<file path="config.mk">
export PLATFORM = sky130hd
export DESIGN_NAME = pedestrian_crossing_controller
export DESIGN_NICKNAME = d
export VERILOG_FILES = /design/src/rtl/pedestrian_crossing_controller.sv
export SDC_FILE = /design/constraint.sdc
export NUM_CORES = 1
export LEC_CHECK = 0
export BUFFER_PORTS_ARGS = -buffer_cell sky130_fd_sc_hd__buf_4
export CORE_UTILIZATION = 40
export DETAILED_ROUTE_END_ITERATION = 6
export PLACE_DENSITY = 0.55
export SLEW_MARGIN = 30
export SYNTH_ARGS = -nofsm -noshare
export SYNTH_HDL_FRONTEND = slang
export SYNTH_SLANG_ARGS = --single-unit
</file>
<file path="constraint.sdc">
create_clock -name clk -period 3 [get_ports clk]
set_input_delay 0.45 -clock clk [delete_from_list [all_inputs] [get_ports clk]]
set_output_delay 0.45 -clock clk [all_outputs]
set_load 0.01 [all_outputs]
</file>
<file path="src/rtl/pedestrian_crossing_controller.sv">
// Pedestrian signal head sequencer: DONT_WALK -> READY -> REQUEST -> WALK -> CLEAR.
// Handshakes with the vehicle controller so WALK only shows while cross traffic is held.
module pedestrian_crossing_controller #(
  parameter int unsigned WALK_TICKS          = 7,
  parameter int unsigned CLEAR_TICKS         = 10,
  parameter int unsigned MIN_DONT_WALK_TICKS = 5,
  parameter int unsigned CNT_W               = 8
) (
  input  logic       clk,
  input  logic       reset,
  input  logic       tick,
  input  logic       walk_button,
  input  logic       cars_stopped,
  output logic       ped_request,
  output logic [1:0] fsmHandControl,
  output logic       fsmPersonControl,
  output logic       blink,
  output logic       request_pending
);

  localparam logic [CNT_W-1:0] CNT_MAX        = '1;
  localparam logic [CNT_W-1:0] WALK_LAST      = CNT_W'(WALK_TICKS - 1);
  localparam logic [CNT_W-1:0] CLEAR_LAST     = CNT_W'(CLEAR_TICKS - 1);
  localparam logic [CNT_W-1:0] DONT_WALK_LAST = CNT_W'(MIN_DONT_WALK_TICKS - 1);

  localparam logic [1:0] HAND_OFF   = 2'b00;
  localparam logic [1:0] HAND_SOLID = 2'b01;
  localparam logic [1:0] HAND_BLINK = 2'b10;

  typedef enum logic [2:0] {
    DONT_WALK = 3'd0,
    READY     = 3'd1,
    REQUEST   = 3'd2,
    WALK      = 3'd3,
    CLEAR     = 3'd4
  } state_t;

  state_t           state, stateNext;
  logic [CNT_W-1:0] tickCnt, tickCntNext;
  logic             countEn;
  logic             pendingNext;
  logic [1:0]       handNext;
  logic             personNext, pedReqNext, blinkNext;

  // State, counter and registered outputs
  always_ff @(posedge clk or posedge reset) begin
    if (reset) begin
      state            <= DONT_WALK;
      tickCnt          <= '0;
      request_pending  <= 1'b0;
      fsmHandControl   <= HAND_SOLID;
      fsmPersonControl <= 1'b0;
      blink            <= 1'b0;
      ped_request      <= 1'b0;
    end else begin
      state            <= stateNext;
      tickCnt          <= tickCntNext;
      request_pending  <= pendingNext;
      fsmHandControl   <= handNext;
      fsmPersonControl <= personNext;
      blink            <= blinkNext;
      ped_request      <= pedReqNext;
    end
  end

  // Next state plus the output values that state will show after the edge
  always_comb begin
    stateNext   = state;
    countEn     = 1'b0;
    tickCntNext = tickCnt;
    pendingNext = request_pending;
    handNext    = HAND_SOLID;
    personNext  = 1'b0;
    pedReqNext  = 1'b0;
    blinkNext   = 1'b0;

    case (state)
      DONT_WALK: begin
        countEn = 1'b1;
        if (tick && tickCnt == DONT_WALK_LAST) stateNext = READY;
      end
      READY: begin
        if (request_pending || walk_button) stateNext = REQUEST;
      end
      REQUEST: begin
        if (cars_stopped) stateNext = WALK;
      end
      WALK: begin
        countEn = 1'b1;
        if (tick && tickCnt == WALK_LAST) stateNext = CLEAR;
      end
      CLEAR: begin
        countEn = 1'b1;
        if (tick && tickCnt == CLEAR_LAST) stateNext = DONT_WALK;
      end
      default: stateNext = DONT_WALK;
    endcase

    // Transitions read the pre-increment count; entry always restarts from zero
    if (stateNext != state) begin
      tickCntNext = '0;
    end else if (countEn && tick && tickCnt != CNT_MAX) begin
      tickCntNext = tickCnt + CNT_W'(1);
    end

    // Presses during WALK are dropped; clearing on WALK entry overrides a same-cycle press
    if (walk_button && state != WALK) pendingNext = 1'b1;
    if (stateNext == WALK && state != WALK) pendingNext = 1'b0;

    case (stateNext)
      REQUEST: pedReqNext = 1'b1;
      WALK: begin
        handNext   = HAND_OFF;
        personNext = 1'b1;
        pedReqNext = 1'b1;
      end
      CLEAR: begin
        handNext   = HAND_BLINK;
        pedReqNext = 1'b1;
        if (state != CLEAR) blinkNext = 1'b1;
        else if (tick)      blinkNext = ~blink;
        else                blinkNext = blink;
      end
      default: ;
    endcase
  end

endmodule

</file>
---- Yosys cells after proc, flatten, opt, wreduce, memory -nomap -nowiden ----
Cells that the tools add are included.
word-level totals
  bits in registers ....................... 17
  input port bits ......................... 5
  output and inout port bits .............. 6
  logic and storage cells ................. 54
cells by class
  add/subtract/negate cells ............... 1
  eq/ne operators ......................... 15
  muxes and demuxes ....................... 17
  bitwise gates (word level) .............. 1
  reduce and logical (&&, ||, !) cells .... 13
operators with widths
  kind                                                    count
  == test 8 x 3 -> 1 bit (second input constant)          2
  2-to-1 mux 8 bit                                        2
  2-to-1 mux 3 bit                                        5
  case mux 3 bit (5 select lines)                         1
  == test 3 x 2 -> 1 bit (second input constant)          4
  adder 8 x 1 -> 8 bit (second input constant)            1
  == test 8 x 4 -> 1 bit (second input constant)          1
  2-to-1 mux 1 bit                                        8
  inequality test 8 bit (second input constant)           1
  logical AND 1 bit                                       7
  == test 3 bit (second input constant)                   2
  inequality test 3 bit (second input constant)           2
  OR reduction 3 bit                                      2
  case mux 2 bit (2 select lines)                         1
  nonzero test 2 bit                                      2
  == test 3 x 1 -> 1 bit (second input constant)          1
  zero test 3 bit                                         1
  inequality test 3 x 2 -> 1 bit (second input constant)  1
  inequality test 3 bit                                   1
  logical OR 1 bit                                        1
  inverter 1 bit                                          1

---- Logic depth before layout (Yosys ltp) ----
Gate-level depths: netlist of the first run.
  depth after elaboration ................. 7
  depth in mapped cells ................... 7
  depth with buffers taken out ............ 6

---- Worst setup path after synthesis of the first run ----
Ideal clock, no wire load.
  kind .................................... register to register
  from .................................... register tickCnt[0]
  to ...................................... register tickCnt[5]
  library setup time ...................... 87 ps
  arrival ................................. 1644 ps
  required time ........................... 2913 ps
  slack ................................... 1270 ps
  stages on the path, launching flop included .. 6
  path buffers ............................ 1
  period minus slack after synthesis ...... 1730 ps
  path through ............................ dfrtp_1 -> ha_1 -> and4_1 -> buf_4 -> or4_1 -> a211oi_2
on the way
  word-level cells in the longest chain between the ends .. 6
  elaborated cells between the ends (all ways) .. 17
  those cells by class .................... add/sub (1); eq/ne (5); mux (6); reduce/logical (5)
ends and longest elaborated chain
  element                                                 RTL line    RTL
  start, declared                                         39          logic [CNT_W-1:0] tickCnt, tickCntNext;
  start signal, assigned                                  57          tickCnt <= tickCntNext;
  == test 8 x 4 -> 1 bit, or another cell as far along    94          if (tick && tickCnt == CLEAR_LAST) stateNext = DONT_WALK;
  logical AND 1 bit, on equally long branches             94, 80, 90
  2-to-1 mux 3 bit, on equally long branches              94, 80, 90
  case mux 3 bit (5 select lines)                         77          case (state)
  inequality test 3 bit                                   100         if (stateNext != state) begin
  2-to-1 mux 8 bit or nonzero test 2 bit (tied branches)  --
Several ways; a longest one is shown, not always the timed one. The select of a mux whose other input is x is not followed.
A chain may end at the register's enable or synchronous reset.

---- Worst setup path after layout of the first run ----
  from .................................... register tickCnt[0]
  to ...................................... register tickCnt[2]
Same word-level chain as after synthesis.

==> load_flow_metrics.sql, run 1 <==
INSERT INTO impl_metrics (metric_group, metric, value, unit) VALUES
('outcome', 'run_status', 'complete, no violations', ''),
('pwr', 'intPower', '0.000369', 'W'),
('synth', 'synthesis.nets', '118', ''),
('worst_setup_path', 'reg2reg_to', 'tickCnt[2]', ''),
('detailed_routing', 'drcViolationCount', '0', ''),
('worst_setup_path', 'cp_cell_sequence', 'inv_2, ha_1, nor4bb_1, nand2_1, a221oi_2, a2111oi_0', ''),
('synth', 'synth.yosys.warnings', '0', ''),
('detailed_routing', 'route.detailed.wl_per_inst', '14.9', 'µm'),
('global_routing', 'total_congestion_overflow', '0', ''),
('layout', 'finish.instance_area', '0.00118', 'mm²'),
('synth', 'top_area_cell_type_share_of_the_netlist_area', '37.0', '%'),
('clocking', 'postCtsSetupBuffers', '0', ''),
('worst_setup_path', 'cp_data_required_time', '3140', 'ps'),
('global_routing', 'first_global_vias', '841', ''),
('layout', 'nets', '126', ''),
('floorplanning', 'top_level_ports', '11', ''),
('placement', 'place.gp.congestion', '0.784', ''),
('worst_setup_path', 'worst_r2r_path_depth', '6', ''),
('worst_setup_path', 'worstSetupStartpoint', 'tickCnt[0]', ''),
('timing', 'report.final.hold_viol_count', '0', ''),
('detailed_routing', 'drtIter0Drc', '16', ''),
('layout', 'diodes', '0', ''),
('floorplanning', 'floorplan.die.height', '54.0', 'µm'),
('detailed_routing', 'drt_wl_total', '2.18', 'mm'),
('worst_setup_path', 'critical_path_class', 'flop to flop', ''),
('synth', 'yosys.cell_types.count', '51', ''),
('placement', 'preCtsSetupSlack', '1030', 'ps'),
('timing', 'relSlewSlack', '52.7', '%'),
('clocking', 'cts_resized', '0', ''),
('timing', 'rsz0062_at_grt', 'no', ''),
('pwr', 'p_clk_share', '22.7', '%'),
('timing', 'postLayoutSetupSlackWorst', '997', 'ps'),
('timing', 'setup_viol_count_final', '0', ''),
('detailed_routing', 'dr_total_vias', '864', ''),
('placement', 'hpwl', '1.62', 'mm'),
('detailed_routing', 'route.detailed.vias_per_inst', '5.92', ''),
('timing', 'worst-slew-pin-transition', '710', 'ps'),
('synth', 'syn_area', '0.00108', 'mm²'),
('clocking', 'cts_tree', 'built', ''),
('detailed_routing', 'antenna_violating_nets_post_route', '0', ''),
('global_routing', 'grt_start_max_net_pins', '18', ''),
('clocking', 'cts.hold.buffers_added', '0', ''),
('timing', 'final.setup_skew', '1.96', 'ps'),
('synth', 'synthesis.instances', '109', ''),
('worst_setup_path', 'worst_r2r_startpoint', 'tickCnt[0]', ''),
('pwr', 'p_per_area', '473', 'mW/mm²'),
('synth', 'synthesis.area_per_instance', '9.92', 'µm²'),
('placement', 'io_buffer_count', '10', ''),
('floorplanning', 'initial_utilization', '42.9', '%'),
('floorplanning', 'design.core.area', '0.00252', 'mm²'),
('job', 'max_cap_violations', '0', ''),
('layout', 'drive_above_1_share', '21.6', '%'),
('worst_setup_path', 'worst_ep_arrival_time', '2150', 'ps'),
('pwr', 'total_leakage_power', '0.513', 'nW'),
('layout', 'stdcell_count', '146', ''),
('pwr', 'total_switching_power', '0.000188', 'W'),
('clocking', 'cts_made_buffers', '3', ''),
('synth', 'leading_area_contributor_after_synthesis', 'sky130_fd_sc_hd__dfrtp_1', ''),
('global_routing', 'antenna_found_initial', '0', ''),
('floorplanning', 'chipWidth', '54.0', 'µm'),
('synth', 'yosys_most_used_dff', 'sky130_fd_sc_hd__dfrtp_1', ''),
('floorplanning', 'floorplan.rows', '18', ''),
('clocking', 'clkSlewWorstSetupHoldPaths', '110', 'ps'),
('synth', 'synth_edf_count', '0', ''),
('clocking', 'clk_root_buffer_cell', 'sky130_fd_sc_hd__clkbuf_4', ''),
('timing', 'report.final.slew_viol_count', '0', ''),
('worst_setup_path', 'critPathMaxStageDelay', '660', 'ps'),
('pwr', 'combinational_cell_fraction_of_total_power', '21.6', '%'),
('placement', 'placed_cells_incl_taps', '142', ''),
('timing', 'post-route-min-period', '2000', 'ps'),
('pwr', 'power.sequential.fraction', '55.7', '%');
[sequential cells by signal, summed over array words and instances, names as in the netlist]
signal and count:
tickCnt 8, state 3, fsmHandControl 2, blink 1, fsmPersonControl 1, ped_request 1, request_pending 1
[area by class of cell]
class / count / area, µm² / share of cell area, %
Timing Repair Buffer: 10 / 75.1 / 6.38
Clock inverter: 1 / 5.00 / 0.425
Tap cell: 30 / 37.5 / 3.19
Clock buffer: 3 / 22.5 / 1.91
Inverter: 6 / 22.5 / 1.91
Multi-Input combinational cell: 79 / 588 / 49.9
Sequential cell: 17 / 427 / 36.2
[layer usage]
metal / part of all wire, % / GRT usage [%] / up-vias / wire (µm)
met5: 0 / 0 / - / 0
met4: 0.46 / 6.41 / 0 / 10
met3: 1.8 / 2.54 / 2 / 39
li1: - / - / 435 / -
met2: 48 / 29.4 / 9 / 1040
met1: 50 / 23.0 / 418 / 1080
[stage by stage]
| stage | util, % | hold slack [ps] | power [W] |
|---|---|---|---|
| finish | 46.7 | 238 | 0.000557 |
| global route | 46.7 | 303 | 0.000596 |
| CTS | 46.7 | 261 | 0.000566 |
| detailed placement | 45.6 | 590 | 0.000435 |
| global placement | 45.6 | 579 | 0.000432 |
| floorplan | - | 375 | 0.000396 |
[layout by cell type (no fill, tap or decap), types with 3 or more instances in the layout]
| cell type | netlist | layout |
|---|---|---|
| sky130_fd_sc_hd__nand2_1 | 6 | 6 |
| sky130_fd_sc_hd__and3b_1 | 4 | 4 |
| sky130_fd_sc_hd__clkbuf_4 | 0 | 3 |
| sky130_fd_sc_hd__or4_1 | 3 | 3 |
| sky130_fd_sc_hd__nor2b_1 | 3 | 3 |
| sky130_fd_sc_hd__a21oi_1 | 5 | 5 |
| sky130_fd_sc_hd__ha_1 | 4 | 4 |
| sky130_fd_sc_hd__buf_4 | 2 | 10 |
| sky130_fd_sc_hd__nor2_1 | 4 | 4 |
| sky130_fd_sc_hd__inv_1 | 4 | 4 |
| sky130_fd_sc_hd__o21a_1 | 3 | 3 |
| sky130_fd_sc_hd__dfrtp_1 | 16 | 16 |
| sky130_fd_sc_hd__o31ai_1 | 3 | 3 |
| sky130_fd_sc_hd__a211oi_1 | 4 | 4 |
[logic make-up (layout without fill, tap and decap cells)]
logic type      after synthesis  count (layout)  share of synthesized area [%]
compound gates               32              32                           23.1
xor+xnor                      1               1                          0.810
fa+ha+maj                     4               4                           4.63
buf+inv                      13              20                           6.13
flops                        17              17                           39.5
mux                           1               1                          0.926
simple gates                 41              41                           24.9
[power by group through the flow]
stage / clock, W / sequential [W] / combinational [W]
after floorplan: 0 / 0.000299 / 0.0000970
after global placement: 0 / 0.000312 / 0.000120
after detailed placement: 0 / 0.000313 / 0.000122
after CTS: 0.000134 / 0.000309 / 0.000123
after global routing: 0.000142 / 0.000318 / 0.000136
final: 0.000127 / 0.000310 / 0.000120
[worst min path at each step]
| stage | startpoint | to | slack [ps] | cells past startpoint |
|---|---|---|---|---|
| 2_1_floorplan | reset | blink | 380 | 1 |
| 3_3_place_gp | reset | tickCnt[7] | 580 | 2 |
| 3_5_place_dp | reset | tickCnt[7] | 590 | 2 |
| 4_1_cts | reset | tickCnt[7] | 260 | 2 |
| 5_1_grt | reset | tickCnt[5] | 300 | 2 |
| 6_report | reset | tickCnt[5] | 240 | 2 |
[worst max-delay path: cells and delay by family, from the launching register on]
family / cells / cell delay (ps)
and+or+nand+nor: 2 / 370
adders and majority gates: 1 / 140
DFF: 1 / 470
AOI/OAI and AO/OA: 2 / 780
buffers and inverters: 1 / 100
Note: power is estimated with default switching activity, not from simulation.
==> inputs of run 2 (changes only) <==
- ABC_AREA: default -> 1
- PLACE_DENSITY: 0.55 -> 0.57
- clock period: 3 -> 1.6 ns (I/O delays scaled with it)
==> run 2 against run 1 <==
Net effect:
- sequential power up 87%
- final cell count up 23%
- setup slack worse by 880 ps
- clock power up 76%
- non-clock buffer count up 5
- wire length down 9.7%
==> load_flow_metrics.sql, run 2 <==
INSERT INTO impl_metrics (metric_group, metric, value, unit) VALUES
('timing', 'report.final.hold_viol_count', '0', ''),
('worst_setup_path', 'worstSetupStartpoint', 'tickCnt[0]', ''),
('layout', 'drive_above_1_share', '26.3', '%'),
('synth', 'yosys.cell_types.count', '21', ''),
('synth', 'synthesis.nets', '142', ''),
('worst_hold_path', 'hp-class', 'input pin to async pin', ''),
('timing', 'relSlewSlack', '58.8', '%'),
('layout', 'nets', '162', ''),
('detailed_routing', 'route.detailed.wl_per_inst', '10.9', 'µm'),
('timing', 'clock.fmax', '674', 'MHz'),
('synth', 'ys_top_cells_by_area', 'sky130_fd_sc_hd__dfrtp_1, sky130_fd_sc_hd__nand2_1, sky130_fd_sc_hd__inv_1, sky130_fd_sc_hd__nor2_1, sky130_fd_sc_hd__ha_1', ''),
('worst_setup_path', 'critical_path_class', 'flop to flop', ''),
('global_routing', 'antenna_found_initial', '0', ''),
('job', 'max_cap_violations', '0', ''),
('synth', 'syn_area', '996', 'µm²'),
('placement', 'hpwl', '1.54', 'mm'),
('synth', 'top_area_cell_type_share_of_the_netlist_area', '40.2', '%'),
('global_routing', 'grt_pass1_wl', '3.47', 'mm'),
('layout', 'area_delta_synth_final', '20.9', '%'),
('timing', 'report.final.slew_viol_count', '0', ''),
('pwr', 'p_per_area', '1250', 'mW/mm²'),
('layout', 'most_frequent_cells_in_the_layout', 'sky130_fd_sc_hd__nand2_1, sky130_fd_sc_hd__inv_1, sky130_fd_sc_hd__dfrtp_1, sky130_fd_sc_hd__nor2_1, sky130_fd_sc_hd__buf_4', ''),
('placement', 'io_buffer_count', '10', ''),
('clocking', 'cts_made_buffers', '3', ''),
('global_routing', 'grtUsageTotal', '17.6', '%'),
('floorplanning', 'initial_utilization', '43.8', '%'),
('layout', 'fin_util', '52.9', '%'),
('synth', 'synth_edf_count', '0', ''),
('detailed_routing', 'drt-pass1-iter-count', '4', ''),
('worst_setup_path', 'setup.worst_path.end_class', 'flop', ''),
('synth', 'synthesis.instances', '133', ''),
('synth', 'yosys_most_used_dff', 'sky130_fd_sc_hd__dfrtp_1', ''),
('timing', 'timing.hold.ws', '16.4', 'ps'),
('floorplanning', 'chipWidth', '51.9', 'µm'),
('synth', 'ys_ff_latch', '17', ''),
('timing', 'post-route-period-util', '92.7', '%'),
('layout', 'stdcell_count', '180', ''),
('clocking', 'clkSlewWorstSetupHoldPaths', '100', 'ps'),
('floorplanning', 'design.die.area', '0.00269', 'mm²'),
('detailed_routing', 'drcViolationCount', '0', ''),
('clocking', 'cts.hold.buffers_added', '0', ''),
('placement', 'place.gp.congestion', '0.833', ''),
('timing', 'worst-slew-pin-transition', '618', 'ps'),
('layout', 'reg_top3', 'tickCnt: 8 flops, state: 3 flops, fsmHandControl: 2 flops', ''),
('placement', 'placement.cell_area', '0.00113', 'mm²'),
('layout', 'finish.instance_area', '0.00120', 'mm²'),
('synth', 'synth.most_common_cell', 'sky130_fd_sc_hd__nand2_1', ''),
('synth', 'leading_area_contributor_after_synthesis', 'sky130_fd_sc_hd__dfrtp_1', ''),
('timing', 'rsz0062_at_grt', 'yes', ''),
('layout', 'largest_register_ff_count', '8', ''),
('detailed_routing', 'drtIter0Drc', '24', ''),
('floorplanning', 'design.core.area', '0.00228', 'mm²'),
('outcome', 'run_status', 'complete, no violations', ''),
('timing', 'setup_viol_count_final', '0', ''),
('layout', 'mostFrequentLayoutCell', 'sky130_fd_sc_hd__nand2_1', ''),
('pwr', 'post_layout_total_power', '0.00151', 'W'),
('detailed_routing', 'dr_total_vias', '867', ''),
('pwr', 'total_leakage_power', '0.597', 'nW'),
('clocking', 'cts_htree_levels', '1', ''),
('global_routing', 'grt_start_max_net_pins', '18', ''),
('clocking', 'clk_root_buffer_cell', 'sky130_fd_sc_hd__clkbuf_4', ''),
('synth', 'synthesis.area_per_instance', '7.49', 'µm²'),
('clocking', 'worstSkewPairLatency', '290', 'ps'),
('synth', 'synth.yosys.warnings', '0', ''),
('timing', 'post-route-min-period', '1480', 'ps'),
('worst_setup_path', 'critical_path.max_fanout', '8', ''),
('floorplanning', 'top_level_ports', '11', ''),
('synth', 'synth_seq_area_share', '42.8', '%'),
('pwr', 'vdd.ir_drop.worst', '0.000813', 'V'),
('timing', 'final.setup_skew', '7.76', 'ps'),
('global_routing', 'total_congestion_overflow', '0', ''),
('worst_setup_path', 'setup.worst_path.start_class', 'flop', ''),
('worst_setup_path', 'cp_data_required_time', '1780', 'ps'),
('clocking', 'clock_tree.buffer_depth', '2', ''),
('worst_setup_path', 'worst_r2r_startpoint', 'tickCnt[0]', ''),
('detailed_routing', 'antenna_violating_nets_post_route', '0', ''),
('layout', 'diodes', '0', ''),
('worst_setup_path', 'worst_ep_arrival_time', '1660', 'ps'),
('floorplanning', 'floorplan.rows', '17', ''),
('layout', 'most_flop_heavy_register', 'tickCnt', ''),
('placement', 'placed_cells_incl_taps', '174', ''),
('detailed_routing', 'route.detailed.vias_per_inst', '4.82', ''),
('global_routing', 'first_global_vias', '823', ''),
('clocking', 'numClockSinks', '17', ''),
('detailed_routing', 'drt_wl_total', '1.97', 'mm'),
('floorplanning', 'floorplan.die.height', '51.9', 'µm'),
('synth', 'ys_top_cells_by_count', 'sky130_fd_sc_hd__nand2_1, sky130_fd_sc_hd__inv_1, sky130_fd_sc_hd__nor2_1, sky130_fd_sc_hd__dfrtp_1, sky130_fd_sc_hd__nand3_1', ''),
('clocking', 'cts_tree', 'built', ''),
('synth', 'synth-async-reset-ratio', '100', '%');
-- run 2: metal layers --
| layer | GRT usage [%] | share of wire (%) |
|---|---|---|
| met1 | 20.0 | 45 |
| met2 | 31.8 | 50 |
| met3 | 5.26 | 3.8 |
| met4 | 4.05 | 0.76 |
| met5 | 0 | 0 |
-- run 2: what timing repair did --
item,4_1_cts,5_1_grt
endpoints found under the hold margin,0,0
buffers inserted,0,2
gates resized for setup,0,16
endpoints found under the setup margin,0,13
-- run 2: area by class of cell --
cell class	count	area [µm²]
multi-input cells	94	519
fillers	224	1070
clock inverters	1	5.00
clock buffers	3	22.5
repair buffers	15	113
inverters	22	82.6
well taps	28	35.0
flip-flops and latches	17	427
-- run 2: final timing paths --
path                                     endpoint  slack [ps]  depth (start not counted)
worst min-delay path            fsmHandControl[1]          20                          2
min in group clk                  request_pending         140                          2
worst max-delay path                   tickCnt[0]         120                         11
worst min register to register         tickCnt[5]         570                          3
max in group asynchronous              tickCnt[1]        1180                          2
worst max register to register         tickCnt[0]         120                         11
-- run 2: metrics by stage --
| stage | TNS (ps) | setup WS [ps] |
|---|---|---|
| 3_5_place_dp | 0 | 36.5 |
| 2_1_floorplan | 0 | 188 |
| 4_1_cts | 0 | 18.1 |
| 3_3_place_gp | 0 | 72.0 |
| 5_1_grt | -54.4 | -15.0 |
| 6_report | 0 | 116 |
-- run 2: worst max-delay path, cell delays in order (launching register included) --
cell	delay [ps]
sky130_fd_sc_hd__dfrtp_1	420
sky130_fd_sc_hd__inv_2	80
sky130_fd_sc_hd__ha_1	140
sky130_fd_sc_hd__nand2_1	50
sky130_fd_sc_hd__nor2_1	110
sky130_fd_sc_hd__nand2_1	80
sky130_fd_sc_hd__nand2_2	90
sky130_fd_sc_hd__nand3_2	90
sky130_fd_sc_hd__nand2_2	70
sky130_fd_sc_hd__nand2_2	60
sky130_fd_sc_hd__nand2_4	120
sky130_fd_sc_hd__nor2_1	60
-- run 2: cells by family (layout without fill, tap and decap cells) --
| kind of cell | count (synthesis) | count (layout) | share of synthesized area, % |
|---|---|---|---|
| and+or+nand+nor | 79 | 79 | 37.1 |
| buffers and inverters | 22 | 41 | 8.29 |
| DFF | 17 | 17 | 42.8 |
| AOI/OAI and AO/OA | 8 | 8 | 4.15 |
| adders and majority gates | 4 | 4 | 5.03 |
| xor gates and xnor gates | 3 | 3 | 2.64 |
-- run 2: power breakdown --
group / internal (W) / switching (W) / total, W
clock network: 0.0000930 / 0.000130 / 0.000223
logic: 0.000286 / 0.000417 / 0.000703
registers: 0.000515 / 0.0000661 / 0.000581
total: 0.000894 / 0.000613 / 0.00151
